<file path="src/rtl/pipe_pkg.sv">
// -----------------------------------------------------------------------------
// pipe_pkg
// Shared definitions for the elastic inter-stage registers of the 8-bit core.
//   ST_*        : skid-buffer state encoding (EMPTY / ONE / FULL)
//   *_DATA_W    : default datapath payload width for each core stage boundary
//   *_CTRL_W    : default control payload width for each core stage boundary
// -----------------------------------------------------------------------------
package pipe_pkg;

   // FULL is 2'b11 so that bit 1 alone marks "skid entry occupied".
   localparam logic [1:0] ST_EMPTY = 2'b00;
   localparam logic [1:0] ST_ONE   = 2'b01;
   localparam logic [1:0] ST_FULL  = 2'b11;

   // IF/ID: PC+1 (8) + instruction word (16)
   localparam int unsigned IF_ID_DATA_W  = 24;
   localparam int unsigned IF_ID_CTRL_W  = 1;
   // ID/EX: PC+1 (8) + rs1/rs2 operands (16) + immediate (8) + rd (3)
   localparam int unsigned ID_EX_DATA_W  = 35;
   localparam int unsigned ID_EX_CTRL_W  = 12;
   // EX/MEM: ALU result (8) + store data (8) + rd (3)
   localparam int unsigned EX_MEM_DATA_W = 19;
   localparam int unsigned EX_MEM_CTRL_W = 5;
   // MEM/WB: writeback value (8) + rd (3)
   localparam int unsigned MEM_WB_DATA_W = 11;
   localparam int unsigned MEM_WB_CTRL_W = 2;

endpackage

</file>
<file path="src/rtl/pipe_stage_reg_if.sv">
// -----------------------------------------------------------------------------
// pipe_stage_reg_if
// Valid/ready beat carrying a datapath payload and a control payload.
//   valid : beat valid (producer -> consumer)
//   ready : consumer can take the beat (consumer -> producer)
//   data  : DATA_W datapath payload
//   ctrl  : CTRL_W control payload
// Modports: master = producer side, slave = consumer side.
// -----------------------------------------------------------------------------
interface pipe_stage_reg_if #(
   parameter int unsigned DATA_W = 32,
   parameter int unsigned CTRL_W = 12
) ();

   logic              valid;
   logic              ready;
   logic [DATA_W-1:0] data;
   logic [CTRL_W-1:0] ctrl;

   modport master (
      output valid,
      output data,
      output ctrl,
      input  ready
   );

   modport slave (
      input  valid,
      input  data,
      input  ctrl,
      output ready
   );

endinterface

</file>
<file path="src/rtl/sat_counter.sv">
// -----------------------------------------------------------------------------
// sat_counter
// Saturating up-counter for performance debug.
//   clk   : clock
//   reset : asynchronous active-low reset, clears count
//   inc   : increment this cycle (ignored once count is all ones)
//   clr   : synchronous clear, wins over inc
//   count : current value
// -----------------------------------------------------------------------------
module sat_counter #(
   parameter int unsigned CNT_W = 16
) (
   input  logic             clk,
   input  logic             reset,
   input  logic             inc,
   input  logic             clr,
   output logic [CNT_W-1:0] count
);

   logic [CNT_W-1:0] count_q;

   always_ff @(posedge clk or negedge reset) begin
      if (!reset) begin
         count_q <= '0;
      end else if (clr) begin
         count_q <= '0;
      end else if (inc && (count_q != {CNT_W{1'b1}})) begin
         count_q <= count_q + 1'b1;
      end
   end

   assign count = count_q;

endmodule

</file>
<file path="src/rtl/pipe_stage_reg.sv">
// -----------------------------------------------------------------------------
// pipe_stage_reg
// Parametrised elastic pipeline register between core stages.
//   clk        : clock, rising edge
//   reset      : asynchronous active-low reset
//   up         : upstream beat (slave): valid/ready/data/ctrl in, ready out
//   dn         : downstream beat (master): valid/data/ctrl out, ready in
//   flush      : synchronous kill of held beats and of the incoming beat
//   clr_cnt    : synchronous clear of both performance counters
//   stall_cnt  : saturating count of cycles with dn.valid=1, dn.ready=0
//   bubble_cnt : saturating count of cycles with dn.valid=0, dn.ready=1
// SKID=1 adds a second entry so up.ready comes straight from a flop;
// SKID=0 is a single register with up.ready = !valid || dn.ready.
// Outputs are all-zero whenever dn.valid is low.
// -----------------------------------------------------------------------------
module pipe_stage_reg
   import pipe_pkg::*;
#(
   parameter int unsigned DATA_W = 32,
   parameter int unsigned CTRL_W = 12,
   parameter int unsigned SKID   = 1,
   parameter int unsigned CNT_W  = 16
) (
   input  logic             clk,
   input  logic             reset,
   pipe_stage_reg_if.slave  up,
   pipe_stage_reg_if.master dn,
   input  logic             flush,
   input  logic             clr_cnt,
   output logic [CNT_W-1:0] stall_cnt,
   output logic [CNT_W-1:0] bubble_cnt
);

   // Main entry M drives the outputs directly.
   logic              m_valid_q;
   logic [DATA_W-1:0] m_data_q;
   logic [CTRL_W-1:0] m_ctrl_q;
   logic [1:0]        state;
   logic              accept;
   logic              consume;

   assign accept  = up.valid && up.ready;
   assign consume = m_valid_q && dn.ready;

   generate
      if (SKID != 0) begin : g_skid
         logic [1:0]        state_q;
         logic              rdy_q;
         logic [DATA_W-1:0] s_data_q;
         logic [CTRL_W-1:0] s_ctrl_q;

         always_ff @(posedge clk or negedge reset) begin
            if (!reset) begin
               state_q   <= ST_EMPTY;
               rdy_q     <= 1'b1;
               m_valid_q <= 1'b0;
               m_data_q  <= '0;
               m_ctrl_q  <= '0;
               s_data_q  <= '0;
               s_ctrl_q  <= '0;
            end else if (flush) begin
               // The incoming beat still sees its handshake but is dropped.
               state_q   <= ST_EMPTY;
               rdy_q     <= 1'b1;
               m_valid_q <= 1'b0;
               m_data_q  <= '0;
               m_ctrl_q  <= '0;
               s_data_q  <= '0;
               s_ctrl_q  <= '0;
            end else begin
               case (state_q)
                  ST_EMPTY: begin
                     if (accept) begin
                        state_q   <= ST_ONE;
                        m_valid_q <= 1'b1;
                        m_data_q  <= up.data;
                        m_ctrl_q  <= up.ctrl;
                     end
                  end
                  ST_ONE: begin
                     if (accept && consume) begin
                        m_data_q <= up.data;
                        m_ctrl_q <= up.ctrl;
                     end else if (accept) begin
                        state_q  <= ST_FULL;
                        rdy_q    <= 1'b0;
                        s_data_q <= up.data;
                        s_ctrl_q <= up.ctrl;
                     end else if (consume) begin
                        state_q   <= ST_EMPTY;
                        m_valid_q <= 1'b0;
                        m_data_q  <= '0;
                        m_ctrl_q  <= '0;
                     end
                  end
                  ST_FULL: begin
                     if (consume) begin
                        state_q  <= ST_ONE;
                        rdy_q    <= 1'b1;
                        m_data_q <= s_data_q;
                        m_ctrl_q <= s_ctrl_q;
                        s_data_q <= '0;
                        s_ctrl_q <= '0;
                     end
                  end
                  default: begin
                     // Unreachable encoding: recover to a clean empty stage.
                     state_q   <= ST_EMPTY;
                     rdy_q     <= 1'b1;
                     m_valid_q <= 1'b0;
                     m_data_q  <= '0;
                     m_ctrl_q  <= '0;
                     s_data_q  <= '0;
                     s_ctrl_q  <= '0;
                  end
               endcase
            end
         end

         assign up.ready = rdy_q;
         assign state    = state_q;
      end else begin : g_noskid
         always_ff @(posedge clk or negedge reset) begin
            if (!reset) begin
               m_valid_q <= 1'b0;
               m_data_q  <= '0;
               m_ctrl_q  <= '0;
            end else if (flush) begin
               m_valid_q <= 1'b0;
               m_data_q  <= '0;
               m_ctrl_q  <= '0;
            end else if (accept) begin
               m_valid_q <= 1'b1;
               m_data_q  <= up.data;
               m_ctrl_q  <= up.ctrl;
            end else if (consume) begin
               m_valid_q <= 1'b0;
               m_data_q  <= '0;
               m_ctrl_q  <= '0;
            end
         end

         assign up.ready = !m_valid_q || dn.ready;
         assign state    = m_valid_q ? ST_ONE : ST_EMPTY;
      end
   endgenerate

   assign dn.valid = m_valid_q;
   assign dn.data  = m_data_q;
   assign dn.ctrl  = m_ctrl_q;

   sat_counter #(
      .CNT_W (CNT_W)
   ) u_stall_cnt (
      .clk   (clk),
      .reset (reset),
      .inc   (m_valid_q && !dn.ready),
      .clr   (clr_cnt),
      .count (stall_cnt)
   );

   sat_counter #(
      .CNT_W (CNT_W)
   ) u_bubble_cnt (
      .clk   (clk),
      .reset (reset),
      .inc   (!m_valid_q && dn.ready),
      .clr   (clr_cnt),
      .count (bubble_cnt)
   );

endmodule

</file>
<file path="src/flat_wrapper.sv">
// flat-port wrapper written by rule: the top's interface ports become plain ports
module pipe_stage_reg_flat import pipe_pkg::*;
#(
   parameter int unsigned DATA_W = 32,
   parameter int unsigned CTRL_W = 12,
   parameter int unsigned SKID   = 1,
   parameter int unsigned CNT_W  = 16
)
  (clk, reset, flush, clr_cnt, stall_cnt, bubble_cnt, up_valid, up_data, up_ctrl, up_ready, dn_valid, dn_data, dn_ctrl, dn_ready);
  pipe_stage_reg_if #(.DATA_W(DATA_W), .CTRL_W(CTRL_W)) up_i ();
  pipe_stage_reg_if #(.DATA_W(DATA_W), .CTRL_W(CTRL_W)) dn_i ();
  input  logic clk;
  input  logic reset;
  input  logic flush;
  input  logic clr_cnt;
  output logic [CNT_W-1:0] stall_cnt;
  output logic [CNT_W-1:0] bubble_cnt;
  input wire logic [$bits(up_i.valid)-1:0] up_valid;
  input wire logic [$bits(up_i.data)-1:0] up_data;
  input wire logic [$bits(up_i.ctrl)-1:0] up_ctrl;
  output wire logic [$bits(up_i.ready)-1:0] up_ready;
  output wire logic [$bits(dn_i.valid)-1:0] dn_valid;
  output wire logic [$bits(dn_i.data)-1:0] dn_data;
  output wire logic [$bits(dn_i.ctrl)-1:0] dn_ctrl;
  input wire logic [$bits(dn_i.ready)-1:0] dn_ready;
  assign up_i.valid = up_valid;
  assign up_i.data = up_data;
  assign up_i.ctrl = up_ctrl;
  assign up_ready = up_i.ready;
  assign dn_valid = dn_i.valid;
  assign dn_data = dn_i.data;
  assign dn_ctrl = dn_i.ctrl;
  assign dn_i.ready = dn_ready;
  pipe_stage_reg #(.DATA_W(DATA_W), .CTRL_W(CTRL_W), .SKID(SKID), .CNT_W(CNT_W)) u_core (.clk(clk), .reset(reset), .up(up_i), .dn(dn_i), .flush(flush), .clr_cnt(clr_cnt), .stall_cnt(stall_cnt), .bubble_cnt(bubble_cnt));
endmodule
</file>
<file path="config.mk">
export PLATFORM = sky130hd
export DESIGN_NAME = pipe_stage_reg_flat
export DESIGN_NICKNAME = d
export VERILOG_FILES = /design/src/rtl/pipe_pkg.sv /design/src/rtl/pipe_stage_reg_if.sv /design/src/rtl/sat_counter.sv /design/src/rtl/pipe_stage_reg.sv /design/src/flat_wrapper.sv
export SDC_FILE = /design/constraint.sdc
export NUM_CORES = 1
export LEC_CHECK = 0
export CAP_MARGIN = 5
export CORE_ASPECT_RATIO = 0.7
export CORE_MARGIN = 5
export CORE_UTILIZATION = 35
export CTS_CLUSTER_DIAMETER = 100
export CTS_CLUSTER_SIZE = 10
export DETAILED_ROUTE_END_ITERATION = 8
export HOLD_SLACK_MARGIN = 0.03
export SLEW_MARGIN = 20
export SYNTH_ARGS = -nofsm -noshare
export SYNTH_HDL_FRONTEND = slang
export SYNTH_SLANG_ARGS = --single-unit
</file>
<file path="constraint.sdc">
create_clock -name clk -period 3.7 [get_ports clk]
set_input_delay 0.74 -clock clk [delete_from_list [all_inputs] [get_ports clk]]
set_output_delay 0.74 -clock clk [all_outputs]
set_load 0.02 [all_outputs]
</file>
==> results.cfg, run 1 <==
[synth]
yosysTopAreaCell = dfrtp_1
synth_edf_count = 0
yosysSeqAreaShare_pct = 54.9
syn_area_um2 = 5660
ys_types = 48
synth.avg_cell_area_um2 = 11.8
synth_top_area_share_pct = 54.4
synth_cells = 479
synth.most_common_cell = dfrtp_1
synthFlopType = dfrtp_1
syn_nets = 535
synth_commonest_cells = dfrtp_1 (123), a22o_1 (45), o2bb2ai_1 (45)
yosys-top-cells-area = dfrtp_1 (54%), a22o_1 (7.0%), o2bb2ai_1 (7.0%)
ys_async_sr_fraction_pct = 100
yosysWarnings = 0
yosys_register_bits = 124

[power]
p_comb_share_pct = 28.4
ir_worst_vdd_v = 0.000309
p_sw_w = 0.00159
p_leak_nw = 3.22
clkPwrFrac_pct = 36.1
seq_power_share_pct = 35.5
netSwitchingFraction_pct = 33.0
power_density_nw_per_um2 = 626
power.internal_w = 0.00323

[grt]
grt_pass1_wl_um = 25100
grtUsageTotal_pct = 16.6
antenna_found_initial = 0
overflow = 0
grt_pass1_vias = 4629
grt_max_degree = 62

[place]
io_buffers = 127
gp_congestion = 0.779
dp_hpwl_um = 9870

[clock_network]
cts_max_level = 4
path_clk_slew_ps = 60
cts_buffer_depth = 2
clock_latency_ps = 410
cts-resized-gates = 0
cts_tree = done
cts_setup_buffers = 0
cts-hold-fix-buffers = 0
root_buffer = clkbuf_16
cts_inserted_buffers = 17
clock_sinks = 124

[timing]
period_minus_slack_ps = 2620
fin_crit_sh_pct = 70.8
finalSetupViolations = 0
fmax_ghz = 0.382
timing.hold.ws_ps = 419
rsz0062_at_grt = false
worst_pin_slew_ps = 933
fin_setup_tns_ps = 0
finalHoldViolCount = 0
maxSlewViolCount = 0
max_slew_margin_pct = 37.8
fin_skew_ps = 16.1

[route]
drc = 0
drtAntennaViolNets = 0
wire_per_inst_um = 19.1
first_pass_iters = 5
drt-total-wl_um = 15500
route.vias.total = 4642
post_drt_via_cell_ratio = 5.73
drt_iter0_drc = 295

[worst_setup_path]
arrival_ps = 2930
crit_top_cell = o2bb2ai_1
worstPathMaxFanout = 44
worstSetupEndpointType = register
worstPathRequired_ps = 4010
path_cells = clkdlybuf4s50_1 -> and2_1 -> o2bb2ai_1 -> or3_2 -> o2bb2ai_1
worst_setup_path_start_kind = input pin
critPathMaxStageDelay_ps = 830
critical_path_class = input pin to register
cp_num_buf_inv = 1
critPathSlowestCell = or3_2
cp_top_family = simple AND/OR/NAND/NOR gates

[floorplan]
num_io_pins = 128
die_area_um2 = 18800
initial_core_util_pct = 36.1
rows = 38
die_w_um = 162
core_area_um2 = 15700
dieHeight_um = 116

[status]
status = finished clean

[final_layout]
syn_to_final_growth_pct = 36.2
fin_nets = 653
drive_gt1_share_pct = 9.67
n_antenna_cell = 0

[run]
cap_violations = 0

[worst_hold_path]
hold_class = input pin to asynchronous set/reset pin
[routing by layer]
| layer | global-route usage, % | routed length [um] | up-vias |
|---|---|---|---|
| met3 | 4.13 | 815 | 12 |
| met1 | 24.3 | 7640 | 2340 |
| met5 | 0 | 0 | - |
| li1 | - | - | 2137 |
| met4 | 4.62 | 126 | 0 |
| met2 | 24.5 | 6890 | 153 |
[cells by family after synthesis]
group	after synthesis	synth area share (%)
flops	124	54.9
mux	5	0.929
compound gates	200	27.2
xor+xnor	5	0.774
simple gates	95	10.8
fa+ha+maj	6	1.33
buf+inv	44	4.09
[through the flow]
stage	utilization [%]	total power, W	std cells	setup WS (ps)	area, um^2
finish	49.1	0.00482	810	1080	7710
global route	49.1	0.00506	810	944	7710
detailed placement	45.2	0.00311	778	660	7080
CTS	49.1	0.00488	810	1090	7710
floorplan	-	0.00246	479	1670	5660
global placement	45.2	0.00308	778	799	7080
[registers in the layout (all words and copies together) (netlist names)]
name and cells:
u_core.dn.data 32, u_core.g_skid.s_data_q 32, u_core.u_bubble_cnt.count 16, u_core.u_stall_cnt.count 16, u_core.dn.ctrl 12, u_core.g_skid.s_ctrl_q 12, u_core.g_skid.state_q 2, u_core.dn.valid 1
u_core.up.ready 1
[path summary, 6_finish.rpt]
kind	start	to	slack, ps	depth (start not counted)
setup / recovery	dn_ready	u_core.dn.ctrl[2]	1080	5
hold reg to reg	u_core.dn.data[30]	u_core.dn.data[30]	490	1
max in group asynchronous	reset	u_core.up.ready	2500	2
min in group clk	u_core.dn.data[30]	u_core.dn.data[30]	490	1
hold / removal	reset	u_core.u_bubble_cnt.count[7]	420	1
setup reg to reg	u_core.g_skid.state_q[0]	u_core.g_skid.s_data_q[23]	1280	6
[area by class of cell]
class | instances | area, um^2
Sequential cell | 124 | 3100
Inverter | 7 | 26.3
Timing Repair Buffer | 136 | 1360
Tap cell | 200 | 250
Fill cell | 1386 | 7980
Multi-Input combinational cell | 311 | 2340
Clock inverter | 14 | 184
Clock buffer | 18 | 439
[worst reg2reg max path, stage by stage (launching register included)]
cell and delay (ps):
dfrtp_1 400, ha_2 240, buf_4 310, or4b_4 560
nor3_4 120, buf_4 490, a22o_1 240
[power by group through the flow]
stage | clock network (W) | registers (W) | logic [W]
final | 0.00174 | 0.00171 | 0.00137
after global routing | 0.00185 | 0.00174 | 0.00148
after CTS | 0.00178 | 0.00171 | 0.00139
after detailed placement | 0 | 0.00173 | 0.00138
after global placement | 0 | 0.00173 | 0.00135
after floorplan | 0 | 0.00190 | 0.000560
[cell usage in the layout (no fill, tap or decap), types with 3 or more instances in the layout]
cell type and n:
nand4_2 3, a211oi_1 4, nor3_1 6, inv_1 7, or4_1 9, nand2_1 13, mux2i_1 3, clkdlybuf4s50_1 126
a22oi_1 44, xor2_1 3, nand3_1 8, nor2b_1 6, dfrtp_1 123, and4_1 4, clkbuf_16 17, bufinv_16 3
buf_4 8, a21oi_1 26, nor2_1 10, nand4_1 10, or3_1 11, inv_6 4, ha_1 5, and4b_1 3
o2bb2ai_1 45, o31ai_1 9, o2111ai_1 3, a22o_1 45, o21ai_1 6, o21ai_0 9, clkinv_4 5
(Power assumes the default switching activity.)
==> run 2: changes to the inputs <==
==> constraint.sdc (replaced) <==
create_clock -name clk -period 2.7 [get_ports clk]
set_input_delay 0.54 -clock clk [delete_from_list [all_inputs] [get_ports clk]]
set_output_delay 0.54 -clock clk [all_outputs]
set_load 0.02 [all_outputs]
==> results.cfg, run 2 (synthesis gave the netlist of run 1 again) <==
[status]
status = finished clean

[final_layout]
fin_util_pct = 49.4
fin_cells = 817
layout_common_cells = clkdlybuf4s50_1 (126), dfrtp_1 (123), a22o_1 (45), o2bb2ai_1 (45), a22oi_1 (44)
n_antenna_cell = 0
final_common_cell = clkdlybuf4s50_1
drive_gt1_share_pct = 10.4
syn_to_final_growth_pct = 37.0
fin_nets = 660
fill_cells = 1362

[power]
netSwitchingFraction_pct = 32.9
power.internal_w = 0.00442
seq_power_share_pct = 35.6
p_comb_share_pct = 28.6
p_leak_nw = 3.24
power_density_nw_per_um2 = 850
clkPwrFrac_pct = 35.7
ir_worst_vdd_v = 0.000344
p_sw_w = 0.00217

[grt]
grt_pass1_wl_um = 25700
overflow = 0
grtUsageTotal_pct = 17.2
antenna_found_initial = 0
busiest_layer = met2
globalRouteMet2Util_pct = 26.6
grt_pass1_vias = 4710
grt_use_met3_pct = 4.97
grt_use_met1_pct = 23.8
grt_max_degree = 71

[timing]
fin_skew_ps = 8.58
fmax_ghz = 0.451
finalHoldViolCount = 0
period_minus_slack_ps = 2220
max_slew_margin_pct = 34.5
fin_crit_sh_pct = 82.0
finalSetupViolations = 0
worst_pin_slew_ps = 983
rsz0062_at_grt = false
fin_setup_tns_ps = 0
maxSlewViolCount = 0

[floorplan]
core_area_um2 = 15700
dieHeight_um = 116
die_w_um = 162
num_io_pins = 128
rows = 38
initial_core_util_pct = 36.1
die_area_um2 = 18800

[worst_setup_path]
arrival_ps = 2540
worstPathRequired_ps = 3030
critical_path_class = register to register
worstPathMaxFanout = 44
r2r_slack_ps = 480
worstSetupEndpointType = register
rr_startpoint = u_core.g_skid.state_q[1]
ff2ff_path_depth = 6
worst_setup_path_start_kind = register
r2r_end = u_core.dn.data[21]

[worst_hold_path]
hold_class = register to register
min_to = u_core.dn.data[18]
hold_start = u_core.dn.data[18]
min_path_cells = 1

[route]
drt_iter0_drc = 314
drtAntennaViolNets = 0
wire_per_inst_um = 19.3
drc = 0
route.vias.total = 4670
post_drt_via_cell_ratio = 5.72
drt-total-wl_um = 15800
first_pass_iters = 4

[clock_network]
cts-hold-fix-buffers = 1
cts_buffer_depth = 2
cts_tree = done
root_buffer = clkbuf_16
clock_latency_ps = 410
cts_inserted_buffers = 17
cts_max_level = 4
clock_sinks = 124
path_clk_slew_ps = 60
cts-resized-gates = 0
cts_setup_buffers = 0

[run]
cap_violations = 0

[place]
placedCellCount = 784
dp_hpwl_um = 9990
gp_congestion = 0.831
io_buffers = 127
==> run 2: area by class of cell <==
class | count | area (um^2) | share of cell area, %
tap | 200 | 250 | 3.23
clock buffer | 19 | 443 | 5.72
sequential | 124 | 3100 | 40.1
inverter | 7 | 26.3 | 0.339
multi-input combinational | 311 | 2340 | 30.2
clock inverter | 13 | 166 | 2.15
timing repair buffer | 143 | 1420 | 18.3
==> run 2: power groups by stage <==
| stage | Combinational (W) | Clock, W | Sequential, W |
|---|---|---|---|
| after CTS | 0.00191 | 0.00240 | 0.00235 |
| after global routing | 0.00203 | 0.00248 | 0.00239 |
| after floorplan | 0.000767 | 0 | 0.00260 |
| after detailed placement | 0.00190 | 0 | 0.00237 |
| after global placement | 0.00187 | 0 | 0.00237 |
| final | 0.00189 | 0.00235 | 0.00235 |
==> run 2: worst max-delay path, stage by stage (launching register included) <==
cell and delay, ps:
dfrtp_1 420, inv_1 120, ha_1 290, nor2_1 110, o2bb2ai_1 170, and2b_2 820
o2bb2ai_1 190
==> run 2: how the worst max path moves through the flow <==
stage	slack (ps)	endpoint	start
floorplan	820	u_core.u_bubble_cnt.count[1]	u_core.u_bubble_cnt.count[0]
global placement	210	u_core.dn.ctrl[5]	dn_ready
detailed placement	170	u_core.dn.data[1]	dn_ready
CTS	460	u_core.u_bubble_cnt.count[1]	u_core.u_bubble_cnt.count[0]
global route	260	u_core.dn.data[6]	u_core.g_skid.state_q[1]
finish	480	u_core.dn.data[21]	u_core.g_skid.state_q[1]
==> run 2: through the flow <==
step           instance area, um^2  hold WS [ps]  setup slack, ps  power (W)
6_report                      7750           488              485    0.00659
5_1_grt                       7750           506              256    0.00691
4_1_cts                       7750           494              463    0.00666
3_5_place_dp                  7130           474              170    0.00427
3_3_place_gp                  7130           465              214    0.00424
2_1_floorplan                 5660           244              821    0.00337
==> run 2: metal layers <==
layer	vias to the layer above	share of wire [%]
li1	2148	-
met1	2385	48
met2	123	46
met3	14	5.5
met4	0	1.0
met5	-	0
